File: config.mk
export PLATFORM = sky130hd
export DESIGN_NAME = mm_seq_ctrl_flat
export DESIGN_NICKNAME = d
export VERILOG_FILES = /design/src/rtl/mm_seq_ctrl_if.sv /design/src/rtl/mm_seq_ctrl.sv /design/src/flat_wrapper.sv
export SDC_FILE = /design/constraint.sdc
export NUM_CORES = 1
export LEC_CHECK = 0
export BUFFER_PORTS_ARGS = -buffer_cell sky130_fd_sc_hd__buf_4
export CAP_MARGIN = 0
export CORE_MARGIN = 5
export CORE_UTILIZATION = 56
export DETAILED_ROUTE_END_ITERATION = 8
export GPL_TIMING_DRIVEN = 0
export PLACE_DENSITY = 0.81
export SKIP_CTS_REPAIR_TIMING = 1
export SYNTH_ARGS = -nofsm -noshare
export SYNTH_HDL_FRONTEND = slang
export SYNTH_SLANG_ARGS = --single-unit
File: constraint.sdc
create_clock -name clk -period 3 [get_ports clk]
set_input_delay 0.75 -clock clk [delete_from_list [all_inputs] [get_ports clk]]
set_output_delay 0.75 -clock clk [all_outputs]
set_load 0.03 [all_outputs]
File: src/rtl/mm_seq_ctrl_if.sv
// Handshake and datapath-control bundle between the matrix-multiply sequencer
// and its host, RAM/ROM address ports, MAC units and writeback unit.
interface mm_seq_if #(
    parameter int ADDR_W  = 5,
    parameter int CADDR_W = 3
);
    logic               start;
    logic               busy;
    logic               done;
    logic               mem_rd_en;
    logic [ADDR_W-1:0]  mem_addr;
    logic [CADDR_W-1:0] coef_addr;
    logic               mac_clr;
    logic               mac_en;
    logic               web;

    modport master (
        input  start,
        output busy, done, mem_rd_en, mem_addr, coef_addr, mac_clr, mac_en, web
    );

    modport slave (
        output start,
        input  busy, done, mem_rd_en, mem_addr, coef_addr, mac_clr, mac_en, web
    );
endinterface

File: src/rtl/mm_seq_ctrl.sv
// Column-at-a-time sequencer for the 4-MAC matrix multiply: clear, accumulate K
// products, drain the read/accumulate pipeline, pulse writeback, wait it out.
module mm_seq_ctrl #(
    parameter int K         = 8,
    parameter int NCOL      = 4,
    parameter int RD_LAT    = 1,
    parameter int WB_CYCLES = 4,
    parameter int ADDR_W    = 5,
    parameter int CADDR_W   = 3
) (
    input  logic     clk,
    input  logic     rst,
    mm_seq_if.master bus
);
    localparam int COL_W   = (NCOL > 1) ? $clog2(NCOL) : 1;
    localparam int CNT_MAX = (RD_LAT + 1 > WB_CYCLES) ? RD_LAT + 1 : WB_CYCLES;
    localparam int CNT_W   = $clog2(CNT_MAX + 1);

    typedef enum logic [2:0] {
        IDLE    = 3'd0,
        CLEAR   = 3'd1,
        ACC     = 3'd2,
        DRAIN   = 3'd3,
        WB      = 3'd4,
        WB_WAIT = 3'd5,
        DONE    = 3'd6
    } state_t;

    state_t             state, state_n;
    logic [COL_W-1:0]   col, col_n;
    logic [CADDR_W-1:0] k, k_n;
    logic [CNT_W-1:0]   cnt, cnt_n;
    logic [RD_LAT-1:0]  vld_p;
    logic               rd_en;

    always_ff @(posedge clk or negedge rst) begin
        if (!rst) begin
            state <= IDLE;
            col   <= '0;
            k     <= '0;
            cnt   <= '0;
        end else begin
            state <= state_n;
            col   <= col_n;
            k     <= k_n;
            cnt   <= cnt_n;
        end
    end

    always_comb begin
        state_n = state;
        col_n   = col;
        k_n     = k;
        cnt_n   = cnt;
        case (state)
            IDLE: begin
                if (bus.start) begin
                    state_n = CLEAR;
                    col_n   = '0;
                end
            end
            CLEAR: begin
                k_n     = '0;
                state_n = ACC;
            end
            ACC: begin
                // k parks at K-1 on the last read so it never wraps
                if (k == CADDR_W'(K - 1)) begin
                    state_n = DRAIN;
                    cnt_n   = '0;
                end else begin
                    k_n = k + CADDR_W'(1);
                end
            end
            DRAIN: begin
                if (cnt == CNT_W'(RD_LAT)) state_n = WB;
                else                       cnt_n   = cnt + CNT_W'(1);
            end
            WB: begin
                state_n = WB_WAIT;
                cnt_n   = '0;
            end
            WB_WAIT: begin
                if (cnt == CNT_W'(WB_CYCLES - 1)) begin
                    if (col == COL_W'(NCOL - 1)) begin
                        state_n = DONE;
                    end else begin
                        col_n   = col + COL_W'(1);
                        state_n = CLEAR;
                    end
                end else begin
                    cnt_n = cnt + CNT_W'(1);
                end
            end
            DONE:    state_n = IDLE;
            default: state_n = IDLE;
        endcase
    end

    assign rd_en = (state == ACC);

    // read-valid stage boundary: mac_en is the read strobe delayed by RD_LAT
    always_ff @(posedge clk or negedge rst) begin
        if (!rst) vld_p <= '0;
        else      vld_p <= RD_LAT'({vld_p, rd_en});
    end

    assign bus.busy      = (state != IDLE);
    assign bus.done      = (state == DONE);
    assign bus.mac_clr   = (state == CLEAR);
    assign bus.web       = (state == WB);
    assign bus.mem_rd_en = rd_en;
    assign bus.mac_en    = vld_p[RD_LAT-1];
    assign bus.mem_addr  = rd_en ? (ADDR_W'(col) * ADDR_W'(K) + ADDR_W'(k)) : '0;
    assign bus.coef_addr = rd_en ? k : '0;
endmodule
File: src/flat_wrapper.sv
// flat-port wrapper written by rule: the top's interface ports become plain ports
module mm_seq_ctrl_flat 
#(
    parameter int K         = 8,
    parameter int NCOL      = 4,
    parameter int RD_LAT    = 1,
    parameter int WB_CYCLES = 4,
    parameter int ADDR_W    = 5,
    parameter int CADDR_W   = 3
)
  (clk, rst, bus_start, bus_busy, bus_done, bus_mem_rd_en, bus_mem_addr, bus_coef_addr, bus_mac_clr, bus_mac_en, bus_web);
  mm_seq_if #(.ADDR_W(ADDR_W), .CADDR_W(CADDR_W)) bus_i ();
  input  logic clk;
  input  logic rst;
  input wire logic [$bits(bus_i.start)-1:0] bus_start;
  output wire logic [$bits(bus_i.busy)-1:0] bus_busy;
  output wire logic [$bits(bus_i.done)-1:0] bus_done;
  output wire logic [$bits(bus_i.mem_rd_en)-1:0] bus_mem_rd_en;
  output wire logic [$bits(bus_i.mem_addr)-1:0] bus_mem_addr;
  output wire logic [$bits(bus_i.coef_addr)-1:0] bus_coef_addr;
  output wire logic [$bits(bus_i.mac_clr)-1:0] bus_mac_clr;
  output wire logic [$bits(bus_i.mac_en)-1:0] bus_mac_en;
  output wire logic [$bits(bus_i.web)-1:0] bus_web;
  assign bus_i.start = bus_start;
  assign bus_busy = bus_i.busy;
  assign bus_done = bus_i.done;
  assign bus_mem_rd_en = bus_i.mem_rd_en;
  assign bus_mem_addr = bus_i.mem_addr;
  assign bus_coef_addr = bus_i.coef_addr;
  assign bus_mac_clr = bus_i.mac_clr;
  assign bus_mac_en = bus_i.mac_en;
  assign bus_web = bus_i.web;
  mm_seq_ctrl #(.K(K), .NCOL(NCOL), .RD_LAT(RD_LAT), .WB_CYCLES(WB_CYCLES), .ADDR_W(ADDR_W), .CADDR_W(CADDR_W)) u_core (.clk(clk), .rst(rst), .bus(bus_i));
endmodule
* Word-level counts from Yosys, hierarchy flattened
Index checks and enable logic that the tools add are counted.
** Storage, ports and cells
- Input port bits :: 3
- Logic and storage cells :: 54
- Output and inout port bits :: 14
- Bits in registers :: 12
** Operators by class
- Muxes and demuxes :: 18
- $add $sub $neg :: 4
- Reductions and logical operators :: 9
- Equal/unequal tests :: 18
** Operators by type and width (count)
- two-way mux 3 bit :: 10
- case mux 3 bit (6 select lines) :: 1
- == test 3 bit (second input constant) :: 4
- inequality test 2 bit (second input constant) :: 6
- case mux 3 bit (4 select lines) :: 1
- AND reduction 4 bit :: 3
- == test 3 x 2 -> 1 bit (second input constant) :: 3
- adder 3 x 1 -> 3 bit (second input constant) :: 2
- == test 3 x 1 -> 1 bit (second input constant) :: 2
- two-way mux 2 bit :: 3
- case mux 3 bit (2 select lines) :: 1
- adder 5 x 3 -> 5 bit :: 1
- two-way mux 5 bit :: 1
- inequality test 2 x 1 -> 1 bit (second input constant) :: 2
- case mux 2 bit (2 select lines) :: 1
- nonzero test 2 bit :: 2
- nonzero test 4 bit :: 1
- zero test 3 bit :: 1
- nonzero test 3 bit :: 1
- adder 2 x 1 -> 2 bit (second input constant) :: 1
- == test 2 bit (second input constant) :: 1
- AND reduction 2 bit :: 1

* Logic depth before layout (Yosys ltp)
Gate-level depths: netlist (run 1).
- Word-level depth :: 4
- Mapped depth :: 5
- Gate-level depth less buffers :: 5

* Least setup slack after synthesis (run 1)
Ideal clock, no wire load.
- Kind :: flip-flop to output port
- Start :: reg u_core.state[2]
- End :: out bus_mem_addr[0]
- Setup slack :: 467 ps
- Cell stages (with the launch flop) :: 6
- Buffers on the path :: 2
- Arrival :: 1783 ps
- Cells stage by stage :: dfrtp_1 -> nand2b_4 -> buf_6 -> nor2_1 -> and2_1 -> buf_4
** Between the ends
- Longest elaborated chain between the ends :: 2
** Ends and longest elaborated chain
- start, declared :: RTL line mm_seq_ctrl.sv:29 : state_t state, state_n;
- start signal, assigned :: RTL line mm_seq_ctrl.sv:43 : state <= state_n;
- == test 3 x 2 -> 1 bit :: RTL line mm_seq_ctrl.sv:100 : assign rd_en = (state == ACC);
- named net bus_mem_rd_en :: RTL line flat_wrapper.sv:18 : output wire logic [$bits(bus_i.mem_rd_en)-1:0] bus_mem_rd_en;
- two-way mux 5 bit :: RTL line mm_seq_ctrl.sv:114 : assign bus.mem_addr = rd_en ? (ADDR_W'(col) * ADDR_W'(K) + ADDR_W'(k)) : '0;
- end, declared :: RTL line flat_wrapper.sv:19 : output wire logic [$bits(bus_i.mem_addr)-1:0] bus_mem_addr;
The timed path passes the listed nets, and every way through them passes these cells.

* Final worst setup path (run 1)
- Start :: reg u_core.state[2]
- End :: out bus_mem_addr[0]
** Between the ends
- Longest elaborated chain between the ends :: 2
** Ends and longest elaborated chain (RTL line)
- == test 3 x 2 -> 1 bit :: mm_seq_ctrl.sv:100
- two-way mux 5 bit :: mm_seq_ctrl.sv:114
No other way between the ends.

==> results of run 1 <==
layer usage:
layer  wire length [um]  part of all wire (%)  GRT usage, %
met1                827                    46          20.5
met2                881                    49          28.7
met3                 59                   3.3          2.76
met5                  0                     0             0
met4                 45                   2.5          10.8
worst max-delay path: cells and delay by family (launching register included):
kind	cells	cell delay (ps)
buffers and inverters	3	380
and+or+nand+nor	3	620
DFF	1	400
kinds of logic after synthesis:
group / Yosys count / share of synthesized area, %
AND/OR/NAND/NOR: 31 / 23.8
buffers and inverters: 15 / 10.3
adder cells (fa/ha/maj): 6 / 8.94
flip-flops: 12 / 35.8
AO/OA/AOI/OAI: 20 / 18.8
multiplexers: 2 / 2.38
cell usage after synthesis:
library cell	count	area, um2
nand2b_4	1	13.8
and2_1	6	37.5
nand2b_1	3	18.8
o22a_2	1	10.0
inv_1	7	26.3
a21oi_1	3	15.0
o21ai_0	1	5.00
a311oi_2	1	15.0
buf_2	3	15.0
nor2_1	3	11.3
dfrtp_1	12	300
o22a_1	1	8.76
nor3_1	4	20.0
nor2b_1	3	18.8
buf_4	3	22.5
nand2b_2	1	8.76
or2_1	1	6.26
o2bb2ai_1	3	26.3
a21boi_0	1	7.51
a22oi_1	2	15.0
nand2_1	2	7.51
buf_6	2	22.5
o22ai_1	2	12.5
o32ai_1	4	35.0
or3b_1	2	17.5
or3_2	1	7.51
and3_2	1	7.51
mux2i_1	2	20.0
ha_1	6	75.1
nand4b_1	1	8.76
o21bai_1	1	7.51
nor3b_1	1	7.51
and3b_1	1	8.76
final cells by class:
| cell class | instances | area [um2] | area share, % |
|---|---|---|---|
| Clock buffer | 3 | 22.5 | 2.25 |
| Multi-Input combinational cell | 59 | 453 | 45.2 |
| Buffer | 8 | 60.1 | 5.99 |
| Inverter | 7 | 26.3 | 2.62 |
| Timing Repair Buffer | 16 | 120 | 12.0 |
| Sequential cell | 12 | 300 | 30.0 |
| Tap cell | 16 | 20.0 | 2.00 |
path summary, 6_finish.rpt:
check	cells after the start	to	from	slack, ps
worst max-delay path	6	bus_mem_addr[0]	u_core.state[2]$_DFFE_PN0P_	570
max in group asynchronous	1	u_core.cnt[1]$_DFFE_PN0P_	rst	2540
worst max register to register	5	u_core.cnt[2]$_DFFE_PN0P_	u_core.k[0]$_DFFE_PN0P_	1380
min in group clk	1	u_core.col[0]$_DFFE_PN0P_	u_core.col[0]$_DFFE_PN0P_	520
worst min register to register	1	u_core.col[0]$_DFFE_PN0P_	u_core.col[0]$_DFFE_PN0P_	520
worst min-delay path	1	u_core.k[2]$_DFFE_PN0P_	rst	300
report_power, final:
part / switching [W] / internal [W] / leakage (nW) / total (W)
registers: 0.0000557 / 0.000231 / 0.153 / 0.000287
logic: 0.000423 / 0.000323 / 0.325 / 0.000746
clock network: 0.0000544 / 0.0000466 / 0.0138 / 0.000101
through the flow:
stage	instance area (um2)	setup slack, ps	utilization [%]	hold WS [ps]	instances
2_1_floorplan	840	467	-	454	86
3_3_place_gp	980	887	66.6	491	118
4_1_cts	1000	560	68.1	299	121
5_1_grt	1000	444	68.1	293	121
3_5_place_dp	980	868	66.6	518	118
6_report	1000	570	68.1	300	121
flip-flops by register name (all words and copies together) (netlist names):
register / count
u_core.col: 2
u_core.k: 3
u_core.bus.mac_en: 1
u_core.cnt: 3
u_core.state: 3
==> flow_metrics.py, run 1 <==
metrics = {
    "power": {
        "power_density_nw_per_um2": 1130,
        "p_leak_nw": 0.492,
        "total_power_w": 0.00113,
        "vdd_ir_drop_max_mv": 0.660,
    },
    "setup_path": {
        "crit_path_end_kind": "primary output",
        "crit_chain": "nand2b_4, buf_6, nor2_1, and2_1, buf_4, buf_4",
        "required_ps": 2250,
        "slowest_delay_ps": 400,
        "cp_max_fo": 9,
        "critical_path_class": "reg2out",
        "arrival_ps": 1680,
        "cp-start-kind": "flop",
        "critPathSlowestCell": "dfrtp_1",
        "worst_path_most_repeated_cell": "buf_4",
    },
    "layout": {
        "area_growth_pct": 19.4,
        "mostFrequentLayoutCell": "buf_4",
        "layout-drive-gt1-share_pct": 31.4,
        "nFillCells": 126,
        "layout.nets": 116,
        "antennaDiodeCount": 0,
        "layout_common_cells": "19 x buf_4, 12 x dfrtp_1, 7 x inv_1",
    },
    "detailed_routing": {
        "vias": 678,
        "avgRoutedWirePerCell_um": 15.0,
        "first_iter_violations": 13,
        "drt_pass1_iterations": 5,
        "ant_nets": 0,
        "drc": 0,
        "viasPerCell": 5.60,
        "drt-total-wl_um": 1810,
    },
    "yosys": {
        "ys_ff_latch": 12,
        "synthCells": 86,
        "synth_nets": 95,
        "yosysWarnings": 0,
        "ys_types": 33,
        "yosysSeqAreaShare_pct": 35.8,
        "synth_area_um2": 840,
        "syn_avg_cell_area_um2": 9.76,
    },
    "placed_design": {
        "gp_congestion": 0.805,
        "dp_hpwl_um": 1410,
        "io_buffers": 16,
    },
    "clock_tree": {
        "root_buffer": "clkbuf_4",
        "cts_tree": "built",
        "ctsHtreeMaxLevel": 1,
        "cts_made_buffers": 3,
        "clkTransAtPathRegs_ps": 70,
        "clk_latency_ps": 280,
        "clk_path_buf_depth": 2,
        "cts_num_sinks": 12,
    },
    "timing": {
        "setup_viol_count_final": 0,
        "tightest_slew_ps": 365,
        "skew_ps": 0.943,
        "fin_crit_ps": 2430,
        "timing.setup.tns_ps": 0,
        "slew_headroom_pct": 75.6,
        "final.period_utilization_pct": 81.0,
        "fmax_mhz": 411,
        "finalMaxSlewViolations": 0,
        "hold_violations": 0,
        "rsz0062_at_grt": "no",
    },
    "floorplanning": {
        "start_util_pct": 57.1,
        "die_w_um": 48.7,
        "pin_count": 17,
        "rows": 14,
        "fp.coreArea_um2": 1470,
        "dieHeight_um": 48.7,
        "die_area_um2": 2370,
    },
    "global_route": {
        "grt_pass1_wl_um": 3260,
        "grt_start_max_net_pins": 13,
        "grt_pass1_vias": 723,
        "grt.overflow.total": 0,
        "antenna_found_initial": 0,
        "track_usage_pct": 17.3,
    },
    "job": {
        "max_cap_viol_count": 0,
    },
    "min_path": {
        "hold_class": "in2async",
    },
    "outcome": {
        "status": "completed",
    },
}
(Power assumes the default switching activity.)
==> run 2, diff against run 1 <==
- ABC_AREA: unset -> 1
- CORE_UTILIZATION: 56 -> 54
- PLACE_DENSITY: 0.81 -> 0.78
- clock period: 3 -> 2.3 ns (I/O delays scaled with it)
==> run 2 against run 1 <==
  * Non-clock buffer count fell by 4
  * Hold slack got worse by 180 ps
  * Final area rose by 8.0%
  * Area after synthesis rose by 9.1%
  * Largest cell class unchanged
  * Global-route usage fell by 0.64 points
  * Register-to-register slack got worse by 530 ps
  * Core utilization rose by 1.3 points
  * Count of clock-buffer cells in the layout did not move
  * Critical endpoint is now bus_mem_addr[1]
  * Worst setup slack got worse by 410 ps
  * Combinational power rose by 32%
  * Sequential share of layout area fell by 2.1 points
  * Die area rose by 10%
==> flow_metrics.py, run 2 <==
metrics = {
    "outcome": {
        "status": "completed",
    },
    "yosys": {
        "synthCells": 125,
        "yosysSeqAreaShare_pct": 32.8,
        "syn_avg_cell_area_um2": 7.33,
        "synth_area_um2": 916,
        "synthTopCellsByCount": "33 x nand2_1, 17 x inv_1, 13 x nor2_1, 12 x dfrtp_1, 9 x nand3_1",
        "ys_ff_latch": 12,
        "synth_nets": 134,
        "synth_area_leaders": "dfrtp_1 33%, nand2_1 14%, ha_1 8.2%, inv_1 7.0%, nor2_1 5.3%",
        "synth_top_area_share_pct": 32.8,
        "ys_types": 22,
        "synthFlopType": "dfrtp_1",
        "synth_edf_count": 0,
        "yosysWarnings": 0,
        "async_reset_ff_share_pct": 100,
        "yosysTopAreaCell": "dfrtp_1",
        "synth_most_common_cell": "nand2_1",
    },
    "timing": {
        "slew_headroom_pct": 79.0,
        "setup_viol_count_final": 0,
        "skew_ps": 4.61,
        "finalMaxSlewViolations": 0,
        "timing.setup.tns_ps": 0,
        "final.period_utilization_pct": 93.1,
        "hold_violations": 0,
        "rsz0062_at_grt": "no",
        "fmax_mhz": 467,
        "fin_ws_ps": 160,
        "tightest_slew_ps": 315,
        "fin_crit_ps": 2140,
    },
    "detailed_routing": {
        "viasPerCell": 5.06,
        "vias": 809,
        "drt-total-wl_um": 1870,
        "drc": 0,
        "first_iter_violations": 21,
        "ant_nets": 0,
        "avgRoutedWirePerCell_um": 11.7,
        "drt_pass1_iterations": 4,
    },
    "layout": {
        "finalNonFillerCells": 160,
        "layout-drive-gt1-share_pct": 32.6,
        "nFillCells": 149,
        "mostFrequentLayoutCell": "nand2_1",
        "layout_common_cells": "33 x nand2_1, 19 x buf_4, 17 x inv_1",
        "reg_top3": "u_core.cnt: 3 flops, u_core.k: 3 flops, u_core.state: 3 flops",
        "antennaDiodeCount": 0,
        "area_growth_pct": 18.2,
        "layout.nets": 155,
    },
    "power": {
        "pwr-share-comb_pct": 66.1,
        "vdd_ir_drop_max_mv": 0.663,
        "seqPwrFrac_pct": 25.0,
        "p_leak_nw": 0.605,
        "cell_internal_pwr_w": 0.000695,
        "swShare_pct": 53.3,
        "total_power_w": 0.00149,
        "power_frac_clock_pct": 8.9,
        "power_density_nw_per_um2": 1380,
        "p_switching_w": 0.000795,
    },
    "global_route": {
        "grt.overflow.total": 0,
        "grt_start_max_net_pins": 13,
        "track_usage_pct": 16.7,
        "grt_pass1_wl_um": 3310,
        "antenna_found_initial": 0,
        "grt_pass1_vias": 772,
    },
    "placed_design": {
        "gp_congestion": 0.793,
        "dp_cells": 157,
        "dp_hpwl_um": 1490,
        "io_buffers": 16,
        "pre_cts_ws_ps": 416,
    },
    "clock_tree": {
        "cts_num_sinks": 12,
        "clk_path_buf_depth": 2,
        "root_buffer": "clkbuf_4",
        "cts_tree": "built",
        "clk_latency_ps": 280,
        "clkTransAtPathRegs_ps": 80,
        "cts_made_buffers": 3,
        "ctsHtreeMaxLevel": 1,
    },
    "floorplanning": {
        "pin_count": 17,
        "start_util_pct": 58.7,
        "die_area_um2": 2620,
        "fp.coreArea_um2": 1560,
        "dieHeight_um": 51.2,
        "die_w_um": 51.2,
        "rows": 14,
    },
    "setup_path": {
        "worst_path_most_repeated_cell": "buf_4",
        "cp_top_family": "flip-flops",
        "required_ps": 1730,
        "crit_chain": "inv_4, nand3_2, nor2_1, buf_4, buf_4",
        "arrival_ps": 1570,
        "critPathBufInv": 3,
        "slowest_delay_ps": 480,
        "critical_path_class": "reg2out",
        "cp_max_fo": 9,
        "cp-start-kind": "flop",
        "critPathSlowestCell": "dfrtp_2",
        "crit_path_end_kind": "primary output",
    },
    "min_path": {
        "hold_class": "in2async",
    },
    "job": {
        "max_cap_viol_count": 0,
    },
}
## run 2: cell types whose count changed in the layout (fill, tap and decap cells not counted), sizes merged, moves of 4 or more
cell,previous run,this run
nand2,2,36
nor2,3,24
inv,7,21
nand3,0,12
and2,6,0
nand2b,5,0
o21ai,1,6
buf,24,20
o32ai,4,0
## run 2: worst reg2reg max path: cells and delay by family (launching register included)
family	cells	cell delay, ps
adder cells (fa/ha/maj)	2	480
flip-flops	1	420
AND/OR/NAND/NOR	6	450
## run 2: power by group through the flow
stage          clock network, W  registers [W]  logic, W
6_report               0.000132       0.000373  0.000985
5_1_grt                0.000149       0.000391   0.00110
4_1_cts                0.000134       0.000374  0.000987
3_5_place_dp                  0       0.000378  0.000985
3_3_place_gp                  0       0.000373  0.000952
2_1_floorplan                 0       0.000376  0.000731
## run 2: through the flow
stage	utilization [%]	hold slack (ps)	area (um2)
2_1_floorplan	-	279	916
3_3_place_gp	67.7	426	1060
3_5_place_dp	67.7	428	1060
4_1_cts	69.2	129	1080
5_1_grt	69.4	122	1080
6_report	69.4	124	1080
## run 2: path summary, 6_finish.rpt
| path | slack, ps | endpoint | depth (start not counted) | startpoint |
|---|---|---|---|---|
| setup / recovery | 160 | bus_mem_addr[1] | 5 | u_core.state[2]$_DFFE_PN0P_ |
| hold / removal | 120 | u_core.state[1]$_DFFE_PN0P_ | 1 | rst |
| setup reg to reg | 850 | u_core.cnt[0]$_DFFE_PN0P_ | 8 | u_core.cnt[0]$_DFFE_PN0P_ |
| hold reg to reg | 510 | u_core.cnt[2]$_DFFE_PN0P_ | 2 | u_core.cnt[2]$_DFFE_PN0P_ |
| max in group asynchronous | 2010 | u_core.state[2]$_DFFE_PN0P_ | 1 | rst |
| min in group clk | 510 | u_core.cnt[2]$_DFFE_PN0P_ | 2 | u_core.cnt[2]$_DFFE_PN0P_ |
## run 2: layout make-up
type                    count  area [um2]  area share [%]
inverters                  21        81.3            7.51
multi-input cells          88         509            47.1
clock buffers               3        22.5            2.08
flip-flops and latches     12         302            27.9
plain buffers               4        27.5            2.54
repair buffers             16         120            11.1
well taps                  16        20.0            1.85
## run 2: logic make-up (layout without fill, tap and decap cells)
kind of cell	count (synthesis)	count (layout)	synth area share, %
AO/OA/AOI/OAI	8	8	4.78
adder cells (fa/ha/maj)	6	6	8.20
buffers and inverters	25	44	11.9
flip-flops	12	12	32.8
AND/OR/NAND/NOR	74	74	42.4
## run 2: layer usage
| layer | share of wire, % | vias to the layer above | track usage [%] |
|---|---|---|---|
| met1 | 46 | 365 | 21.0 |
| li1 | - | 420 | - |
| met4 | 2.8 | 0 | 9.42 |
| met2 | 47 | 19 | 28.1 |
| met3 | 4.4 | 5 | 1.16 |
| met5 | 0 | - | 0 |
==> run 3, diff against run 2 <==
- PLACE_DENSITY: 0.78 -> unset
- PLACE_DENSITY_LB_ADDON: unset -> 0.25
==> run 3 against run 2 <==
  * Largest power group unchanged
  * Register-to-register slack worse by 30 ps
  * Global-route usage down 0.13 points
  * Wire length is 1.3% lower
  * Flip-flop and latch count is the same
  * Non-clock buffer count stayed put
  * Final area increased by 1.0%
  * Combinational power is 0.4% lower
  * Maximum frequency is 0.29% lower
==> flow_metrics.py, run 3 (synthesis gave the netlist of run 2 again) <==
metrics = {
    "outcome": {
        "status": "completed",
    },
    "clock_tree": {
        "clk_path_buf_depth": 2,
        "root_buffer": "clkbuf_4",
        "clkTransAtPathRegs_ps": 80,
        "ctsHtreeMaxLevel": 1,
        "cts_num_sinks": 12,
        "cts_made_buffers": 3,
        "cts_tree": "built",
        "clk_latency_ps": 280,
    },
    "setup_path": {
        "crit_path_end_kind": "primary output",
        "r2r_slack_ps": 820,
        "cp-start-kind": "flop",
        "arrival_ps": 1570,
        "required_ps": 1730,
        "critical_path_class": "reg2out",
        "cp_max_fo": 9,
    },
    "timing": {
        "fmax_mhz": 466,
        "timing.setup.tns_ps": 0,
        "slew_headroom_pct": 78.1,
        "setup_viol_count_final": 0,
        "final.period_utilization_pct": 93.3,
        "rsz0062_at_grt": "no",
        "finalMaxSlewViolations": 0,
        "fin_crit_ps": 2150,
        "skew_ps": 0.681,
        "tightest_slew_ps": 328,
        "hold_violations": 0,
    },
    "global_route": {
        "use_met3_pct": 5.52,
        "grt_busiest_layer": "met2",
        "antenna_found_initial": 0,
        "grt_start_max_net_pins": 13,
        "track_usage_pct": 16.5,
        "grt.overflow.total": 0,
        "grt_pass1_vias": 720,
        "grtUsageMet1_pct": 20.3,
        "grt_pass1_wl_um": 3180,
        "grt_use_met2_pct": 27.3,
    },
    "placed_design": {
        "io_buffers": 16,
        "post_dp_cell_area_um2": 1060,
        "gp_congestion": 0.877,
        "dp_hpwl_um": 1480,
    },
    "layout": {
        "reg_top3": "u_core.cnt: 3 flops, u_core.k: 3 flops, u_core.state: 3 flops",
        "layout.nets": 155,
        "mostFrequentLayoutCell": "nand2_1",
        "layout_common_cells": "33 x nand2_1, 19 x buf_4, 17 x inv_1",
        "layout-drive-gt1-share_pct": 32.4,
        "postLayoutCellArea_um2": 1090,
        "antennaDiodeCount": 0,
        "area_growth_pct": 19.4,
    },
    "detailed_routing": {
        "drt-total-wl_um": 1840,
        "drc": 0,
        "vias": 791,
        "drt_pass1_iterations": 6,
        "avgRoutedWirePerCell_um": 11.4,
        "ant_nets": 0,
        "viasPerCell": 4.91,
        "first_iter_violations": 12,
    },
    "job": {
        "max_cap_viol_count": 0,
    },
    "power": {
        "total_power_w": 0.00153,
        "vdd_ir_drop_max_mv": 1.03,
        "p_leak_nw": 0.612,
        "power_density_nw_per_um2": 1400,
    },
    "floorplanning": {
        "fp.coreArea_um2": 1560,
        "dieHeight_um": 51.2,
        "die_area_um2": 2620,
        "start_util_pct": 58.7,
        "pin_count": 17,
        "rows": 14,
        "die_w_um": 51.2,
    },
    "min_path": {
        "hold_class": "in2async",
    },
}
## run 3: cell count changes in the layout (fill, tap and decap cells not counted)
cell	previous run	this run
nor2_2	7	6
clkbuf_8	0	1
nor2_1	12	13
## run 3: final timing paths
kind / from / endpoint / cells after the start
min in group clk: u_core.k[0]$_DFFE_PN0P_ / u_core.k[0]$_DFFE_PN0P_ / 1
worst min-delay path: rst / u_core.col[0]$_DFFE_PN0P_ / 1
worst max register to register: u_core.cnt[0]$_DFFE_PN0P_ / u_core.cnt[2]$_DFFE_PN0P_ / 8
worst max-delay path: u_core.state[2]$_DFFE_PN0P_ / bus_mem_addr[2] / 5
worst min register to register: u_core.k[0]$_DFFE_PN0P_ / u_core.k[0]$_DFFE_PN0P_ / 1
max in group asynchronous: rst / u_core.state[2]$_DFFE_PN0P_ / 1
## run 3: where the power goes
| part | leakage, nW | internal (W) | switching (W) |
|---|---|---|---|
| combinational | 0.438 | 0.000347 | 0.000634 |
| sequential | 0.153 | 0.000289 | 0.0000841 |
| clock | 0.0210 | 0.0000963 | 0.0000765 |
## run 3: metrics by stage
stage                     hold slack, ps  setup WS [ps]  util, %  instances
final                                119            153     70.1        161
after global routing                 116           32.3     70.1        161
after CTS                            121           96.3     70.1        161
after detailed placement             425            413     67.7        157
after global placement               424            431     67.7        157
after floorplan                      279            219        -        125
## run 3: critical path, cell delays in order (launching register included)
cell and delay, ps:
dfrtp_2 480, inv_4 140, nand3_2 200, nor2_1 200, buf_4 130, buf_4 140
## run 3: area by class of cell
type	count	area, um2
multi-input combinational	88	507
fill	135	465
clock buffer	4	36.3
sequential	12	302
tap	16	20.0
timing repair buffer	16	120
buffer	4	27.5
inverter	21	81.3
## run 3: layer usage
layer | vias to the layer above | routed length (um)
li1 | 423 | -
met1 | 341 | 786
met2 | 25 | 911
met3 | 2 | 127
met4 | 0 | 14
met5 | - | 0
